--- config.mk ---
export PLATFORM = sky130hd
export DESIGN_NAME = io_input_scan_ctrl
export DESIGN_NICKNAME = d
export VERILOG_FILES = /design/src/rtl/io_pkg.sv /design/src/rtl/io_debounce.sv /design/src/rtl/io_input_scan_ctrl.sv
export SDC_FILE = /design/constraint.sdc
export NUM_CORES = 1
export LEC_CHECK = 0
export CAP_MARGIN = 10
export CELL_PAD_IN_SITES_DETAIL_PLACEMENT = 0
export CELL_PAD_IN_SITES_GLOBAL_PLACEMENT = 1
export CORE_MARGIN = 3
export CORE_UTILIZATION = 38
export DETAILED_ROUTE_END_ITERATION = 6
export PLACE_DENSITY_LB_ADDON = 0.15
export SYNTH_ARGS = -nofsm -noshare
export SYNTH_HDL_FRONTEND = slang
export SYNTH_SLANG_ARGS = --single-unit
--- constraint.sdc ---
create_clock -name clock -period 3.1 [get_ports clock]
set_input_delay 0.31 -clock clock [delete_from_list [all_inputs] [get_ports clock]]
set_output_delay 0.31 -clock clock [all_outputs]
set_load 0.02 [all_outputs]
--- src/rtl/io_pkg.sv ---
// Shared constants for the memory-mapped switch input block: read address selects and default port width.
package io_pkg;

    localparam int IO_WIDTH_DEFAULT = 5;

    // Selects compare against addr[7:2]
    localparam logic [5:0] IO_SEL_PORT0  = 6'b110000;
    localparam logic [5:0] IO_SEL_PORT1  = 6'b110001;
    localparam logic [5:0] IO_SEL_STATUS = 6'b110010;

endpackage

--- src/rtl/io_debounce.sv ---
// One switch port: two-flop synchroniser followed by a tick-driven debouncer.
// chg is a combinational strobe, high in the cycle whose edge loads a new stable value.
module io_debounce
    import io_pkg::*;
#(
    parameter int WIDTH      = IO_WIDTH_DEFAULT,
    parameter int STABLE_CNT = 4
) (
    input  logic             clock,
    input  logic             resetn,
    input  logic             tick,
    input  logic [WIDTH-1:0] raw,
    output logic [WIDTH-1:0] stable,
    output logic             chg
);

    localparam int CW = $clog2(STABLE_CNT + 1);

    logic [WIDTH-1:0] sync1;
    logic [WIDTH-1:0] sync2;
    logic [WIDTH-1:0] cand;
    logic [WIDTH-1:0] cand_nxt;
    logic [WIDTH-1:0] stable_q;
    logic [CW-1:0]    cnt;
    logic [CW-1:0]    cnt_nxt;
    logic             accept;

    always_ff @(posedge clock or negedge resetn) begin
        if (!resetn) begin
            sync1 <= '0;
            sync2 <= '0;
        end else begin
            sync1 <= raw;
            sync2 <= sync1;
        end
    end

    // Count of consecutive ticks that have seen cand; saturates once accepted
    always_comb begin
        cand_nxt = cand;
        cnt_nxt  = cnt;
        if (sync2 != cand) begin
            cand_nxt = sync2;
            cnt_nxt  = CW'(1);
        end else if (cnt < CW'(STABLE_CNT)) begin
            cnt_nxt = cnt + CW'(1);
        end
    end

    assign accept = tick && (cnt_nxt == CW'(STABLE_CNT)) && (cand_nxt != stable_q);

    always_ff @(posedge clock or negedge resetn) begin
        if (!resetn) begin
            cand     <= '0;
            cnt      <= '0;
            stable_q <= '0;
        end else if (tick) begin
            cand <= cand_nxt;
            cnt  <= cnt_nxt;
            if (accept) begin
                stable_q <= cand_nxt;
            end
        end
    end

    assign stable = stable_q;
    assign chg    = accept;

endmodule

--- src/rtl/io_input_scan_ctrl.sv ---
// Switch input scanner for the CPU I/O space: scan prescaler, two debounced ports,
// sticky change flags with read-to-clear, and a registered strobe/ready read port.
module io_input_scan_ctrl
    import io_pkg::*;
#(
    parameter int WIDTH      = IO_WIDTH_DEFAULT,
    parameter int SCAN_DIV   = 50000,
    parameter int STABLE_CNT = 4
) (
    input  logic             clock,
    input  logic             resetn,
    input  logic [WIDTH-1:0] in_port0,
    input  logic [WIDTH-1:0] in_port1,
    input  logic [31:0]      addr,
    input  logic             io_rd,
    output logic [31:0]      io_read_data,
    output logic             io_ready,
    output logic             irq
);

    localparam int PW = (SCAN_DIV > 1) ? $clog2(SCAN_DIV) : 1;

    logic [PW-1:0]    pre_cnt;
    logic             tick;
    logic [WIDTH-1:0] stable0;
    logic [WIDTH-1:0] stable1;
    logic             chg0_set;
    logic             chg1_set;
    logic             chg0_q;
    logic             chg1_q;
    logic [5:0]       sel;
    logic             rd_status;
    logic [31:0]      rd_mux;
    logic             addr_unused;

    assign tick = (pre_cnt == PW'(SCAN_DIV - 1));

    always_ff @(posedge clock or negedge resetn) begin
        if (!resetn) begin
            pre_cnt <= '0;
        end else if (tick) begin
            pre_cnt <= '0;
        end else begin
            pre_cnt <= pre_cnt + PW'(1);
        end
    end

    io_debounce #(
        .WIDTH      (WIDTH),
        .STABLE_CNT (STABLE_CNT)
    ) u_db0 (
        .clock  (clock),
        .resetn (resetn),
        .tick   (tick),
        .raw    (in_port0),
        .stable (stable0),
        .chg    (chg0_set)
    );

    io_debounce #(
        .WIDTH      (WIDTH),
        .STABLE_CNT (STABLE_CNT)
    ) u_db1 (
        .clock  (clock),
        .resetn (resetn),
        .tick   (tick),
        .raw    (in_port1),
        .stable (stable1),
        .chg    (chg1_set)
    );

    assign sel         = addr[7:2];
    assign addr_unused = ^{addr[31:8], addr[1:0]};
    assign rd_status   = io_rd && (sel == IO_SEL_STATUS);

    // A new change arriving on the clearing read wins over the clear
    always_ff @(posedge clock or negedge resetn) begin
        if (!resetn) begin
            chg0_q <= 1'b0;
            chg1_q <= 1'b0;
        end else begin
            chg0_q <= chg0_set | (chg0_q & ~rd_status);
            chg1_q <= chg1_set | (chg1_q & ~rd_status);
        end
    end

    always_comb begin
        rd_mux = '0;
        case (sel)
            IO_SEL_PORT0:  rd_mux = 32'(stable0);
            IO_SEL_PORT1:  rd_mux = 32'(stable1);
            IO_SEL_STATUS: rd_mux = {30'b0, chg1_q, chg0_q};
            default:       rd_mux = '0;
        endcase
    end

    always_ff @(posedge clock or negedge resetn) begin
        if (!resetn) begin
            io_read_data <= '0;
            io_ready     <= 1'b0;
        end else begin
            io_ready <= io_rd;
            if (io_rd) begin
                io_read_data <= rd_mux;
            end
        end
    end

    assign irq = chg0_q | chg1_q;

endmodule

# Yosys cells after proc, flatten, opt, wreduce, memory -nomap -nowiden
# Cells that the tools add are included.
[totals]
register_bits = 97
in_bits = 45
out_inout_bits = 34
wordCells = 51
[op_classes]
addsub = 3
n_lt_le_gt_ge = 2
n_eq_ne = 10
mux = 8
bitwise_logic = 6
n_reduce_logical = 7
[ops]
columns = ["op", "n"]
rows = [
  ["5-bit inequality test", 4],
  ["6-bit == test (second input constant)", 3],
  ["16-bit by 1-bit adder with 16-bit output (second input constant)", 1],
  ["16-bit == test (second input constant)", 1],
  ["16-bit two-way mux", 1],
  ["5-bit one-hot mux with 3 select lines", 1],
  ["3-bit two-way mux", 4],
  ["5-bit two-way mux", 2],
  ["3-bit by 1-bit adder with 3-bit output (second input constant)", 2],
  ["3-bit == test (second input constant)", 2],
  ["3-bit less-than comparator (second input constant)", 2],
  ["1-bit logical AND", 5],
  ["2-bit AND reduction", 2],
  ["1-bit bitwise OR", 3],
  ["1-bit bitwise AND", 2],
  ["1-bit NOT", 1],
]

# Longest topological paths before layout
[depth]
word_depth = 7
depth_mapped = 7
mapped_depth_nobuf = 5

# By module
# A second synthesis with hierarchy kept.
[hier_totals]
cells_unflattened = 263
area_unflattened_um2 = 3209.3
[modules_own_cells]
columns = ["mod", "instances", "cells_each", "area_each_um2", "seq_area_each_um2"]
rows = [
  ["io_debounce", 2, 64, 938.4, 575.6],
  ["io_input_scan_ctrl", 1, 135, 1332.5, 600.6],
]

# Worst setup path after synthesis
# Ideal clock, no wire load.
[synth_path]
path_type = "reg2reg"
start = "register pre_cnt[13]"
end = "register u_db0.stable_q[0], in the netlist u_db0.stable[0]"
setup_time_ns = 0.125
arrival_ns = 2.346
required_ns = 2.975
slack_ns = 0.629
path_stages_with_launch = 6
path_buffers = 1
synth_period_minus_slack_ns = 2.471
path_cell_list = "dfrtp_1 or4bb_1 or4_1 buf_6 nor4_4 mux2_2"
[synth_via]
elab_chain_len = 4
[synth_rtl]
columns = ["element", "line_no", "text"]
rows = [
  ["start, declared", "io_input_scan_ctrl.sv:23", "logic [PW-1:0] pre_cnt;"],
  ["start signal, assigned", "io_input_scan_ctrl.sv:44", "pre_cnt <= pre_cnt + PW'(1);"],
  ["16-bit == test (*)", "io_input_scan_ctrl.sv:36", "assign tick = (pre_cnt == PW'(SCAN_DIV - 1));"],
  ["1-bit logical AND (2 in a row)", "io_debounce.sv:50", "assign accept = tick && (cnt_nxt == CW'(STABLE_CNT)) && (cand_nxt != stable_q);"],
  ["2-bit AND reduction (no source line) (*)", "n/a", ""],
  ["end signal, assigned", "io_debounce.sv:61", "stable_q <= cand_nxt;"],
  ["end, declared", "io_debounce.sv:23", "logic [WIDTH-1:0] stable_q;"],
]
# Mark *: on every way between the ends. The rest lies on a longest branch, timed or not.
# A chain may end at the register's enable or synchronous reset.

# Worst setup path after layout
[layout_path]
start = "register pre_cnt[13]"
end = "register u_db1.stable_q[1], in the netlist u_db1.stable[1]"
[layout_via]
elab_chain_len = 4
[layout_rtl]
columns = ["element", "line_no"]
rows = [
  ["16-bit == test (*)", "io_input_scan_ctrl.sv:36"],
  ["1-bit logical AND (2 in a row)", "io_debounce.sv:50"],
  ["2-bit AND reduction (no source line) (*)", "n/a"],
  ["end signal, assigned", "io_debounce.sv:61"],
  ["end, declared", "io_debounce.sv:23"],
]
# Marks and branches as above.

==> summary.txt <==
GRT
  • Antenna violations before repair: 0
  • Vias in the first global route: 2057
  • Grt total ovfl: 0
  • Gr busiest metal: met2
  • Routing usage on met2: 21.4%
  • First-pass GRT wire length: between 9 and 10 mm
  • Overall routing resource usage: roughly 13%
  • Largest net degree at the start of global routing: 39
  • GR Layer Usage met3: 5.03%
  • GRT met1 Usage: 15.7%

Clock tree
  • Clock-pin slew on the worst setup and hold paths: 0.08 ns
  • Clock Latency Late Sink: approximately 0.34 ns
  • CTS Hold Bufs: 0
  • Post-cts sizing count: 0
  • Max clock buf depth: 2
  • CTS tree: done
  • CTS root buf: clkbuf_8
  • Sink Count: 70
  • CTS H-tree lvls: 3
  • Clock buffer count from CTS: 9
  • Post-CTS setup buffers: 0

Routing
  • DRC: 0
  • WL final: 5.56 mm
  • Routed Antenna Nets: 0
  • Via count: 1959
  • Starting DRT DRC Count: 58
  • DR WL/cell: 13.2 um
  • Drt via density: roughly 4.7
  • First-pass DRT Iterations: 4

Cells and area
  • Fill cells: 759
  • Multi-input gate area: about 1300 um2
  • Most frequent cells in the layout: dfrtp_1, nand2_1, conb_1, clkdlybuf4s50_1, xnor2_1
  • Nets: 361
  • Inserted Diodes: 0
  • Area Overhead vs Synth: 16.2%
  • Fraction of layout cells with a size suffix above 1: 12.3%
  • Register area: 1750 um2
  • Commonest non-fill, non-tap cell in the layout: dfrtp_1

Place
  • # port buffers: 25
  • Detailed placer's ending HPWL: just under 4 mm
  • Routability Congestion: about 0.71

STA
  • Max-slew violations: 0
  • RSZ-0062 raised after global routing: false
  • Fmax: approximately 360 MHz
  • Fin. Hold Viols: 0
  • Period utilisation layout: 90.0%
  • Clk_skew: 0.00950 ns
  • Final setup vio count: 0
  • Min Tclk post-route: around 2.8 ns
  • Worst slew margin: 47.5%
  • Setup TNS: 0 ns
  • Least-Margin Pin Slew: 0.788 ns

Synthesis
  • Mean post-synth cell area: 11.4 um2
  • Count of unique library cells instantiated by Yosys: 36
  • Synthesized area: ~3200 um2
  • Number of synthesized flops with an enable pin: 0
  • Post-synth top area share: 55.1%
  • Synth warn: 0
  • Ranking of synthesized cells by area: dfrtp_1, buf_4, xnor2_1
  • FF+latch count, synth: 70
  • Sequential share of the synthesized area: 55.1%
  • Synth Instances: approximately 280
  • Synth area leader: dfrtp_1
  • Post-synthesis async set-or-reset flop share: 100%
  • Commonest register cell after synthesis: dfrtp_1

Pwr
  • Pwr Total: 1840 uW
  • VDD IR max: roughly 0.00018 V
  • Combinational share of power: 5.2%
  • Cell Pwr Density: about 500 nW/um2
  • Flop pwr share: roughly half
  • Sw Ratio: between 20% and 30%
  • Switching power: 428 uW
  • Static Leakage: 0.00167 uW
  • Clock Power Share: between 40% and 50%
  • Internal power: 1410 uW

Worst setup path
  • Worst Path Max Fanout: 6
  • Crit path capture type: flop
  • CP arrival: about 3 ns
  • Critical path launch point type: flop
  • CP required: 3.32 ns
  • CP Class: reg2reg

Hold path
  • Worst min path class: in2async

Run
  • Max_cap viols: 0

Floorplan
  • Io pins: approximately 80
  • Core Rows: 32
  • Initial Utilization: 40.1%
  • DIE WIDTH: 97.5 um
  • Die area: 9500 um2
  • Core Region: between 7000 and 8000 um2
  • Die height: 97.5 um

Status
  • Outcome: finished clean
==> path summary, 6_finish.rpt <==
kind	cells after the start	slack (ns)	startpoint	end
setup / recovery	4	0.31	pre_cnt[13]	u_db1.stable[1]
hold / removal	1	0.05	resetn	u_db1.cand[0]
setup reg to reg	4	0.31	pre_cnt[13]	u_db1.stable[1]
hold reg to reg	0	0.35	u_db1.sync1[2]	u_db1.sync2[2]
max in group asynchronous	2	2.37	resetn	u_db1.sync1[2]
min in group clock	0	0.35	u_db1.sync1[2]	u_db1.sync2[2]
==> power by group through the flow <==
| stage | combinational (uW) | clock [uW] | sequential (uW) |
|---|---|---|---|
| 5_1_grt | 106 | 886 | 940 |
| 2_1_floorplan | 73.4 | 0 | 954 |
| 6_report | 96.2 | 809 | 938 |
| 3_3_place_gp | 97.1 | 0 | 956 |
| 4_1_cts | 98.0 | 843 | 938 |
| 3_5_place_dp | 97.5 | 0 | 957 |
==> cells by family after synthesis <==
logic type                 after synthesis  share of synthesized area (%)
buffers and inverters                   41                           8.26
muxes                                   18                           6.06
AOI/OAI and AO/OA                       22                           4.56
DFF                                     70                           55.1
and+or+nand+nor                         93                           16.2
other                                    1                          0.118
adders and majority gates                3                           1.18
xor gates and xnor gates                31                           8.54
==> metal layers <==
layer	routed length, um	share of wire, %	vias up
li1	-	-	965
met1	2640	47	947
met2	2600	47	43
met3	278	5.0	4
met4	48	0.86	0
met5	0	0	-
==> final cells by class <==
cell class	instances	share of cell area, %
flip-flops and latches	70	47.4
multi-input cells	194	34.3
repair buffers	30	7.99
well taps	102	3.45
clock buffers	9	3.35
clock inverters	7	2.67
inverters	8	0.812
==> synth_stat cells, drive strengths merged, types with 6 or more instances <==
| master | number |
|---|---|
| mux2 | 10 |
| xnor2 | 22 |
| buf | 28 |
| dfrtp | 70 |
| nor2 | 11 |
| xor2 | 9 |
| mux2i | 8 |
| nand2 | 38 |
| inv | 8 |
| a21oi | 7 |
| nor4 | 6 |
| nand3 | 10 |
==> worst max-delay path, cell delays in order, from the launching register on <==
cell and delay [ns]:
dfrtp_1 0.43, or4bb_1 0.56, or4_1 0.74, nor4_4 0.55
mux2_2 0.39
==> flip-flops by register name (all words and copies together) (netlist names) <==
name          cells
chg1_q            1
u_db0.sync1       5
u_db0.cnt         3
u_db1.sync2       5
u_db0.stable      5
u_db1.stable      5
pre_cnt          16
io_read_data      5
u_db0.sync2       5
io_ready          1
u_db1.cand        5
u_db1.cnt         3
u_db1.sync1       5
chg0_q            1
u_db0.cand        5
==> through the flow <==
stage	setup slack [ns]	hold WS, ns	instance area (um2)	std cells	utilization, %
after floorplan	0.629	0.0144	3280	305	-
after global placement	0.304	0.332	3470	404	43.8
after detailed placement	0.310	0.336	3470	404	43.8
after CTS	0.282	0.0684	3700	420	46.6
after global routing	0.166	0.108	3700	420	46.6
final	0.311	0.0506	3700	420	46.6
Power figures use the tool's default switching activity.
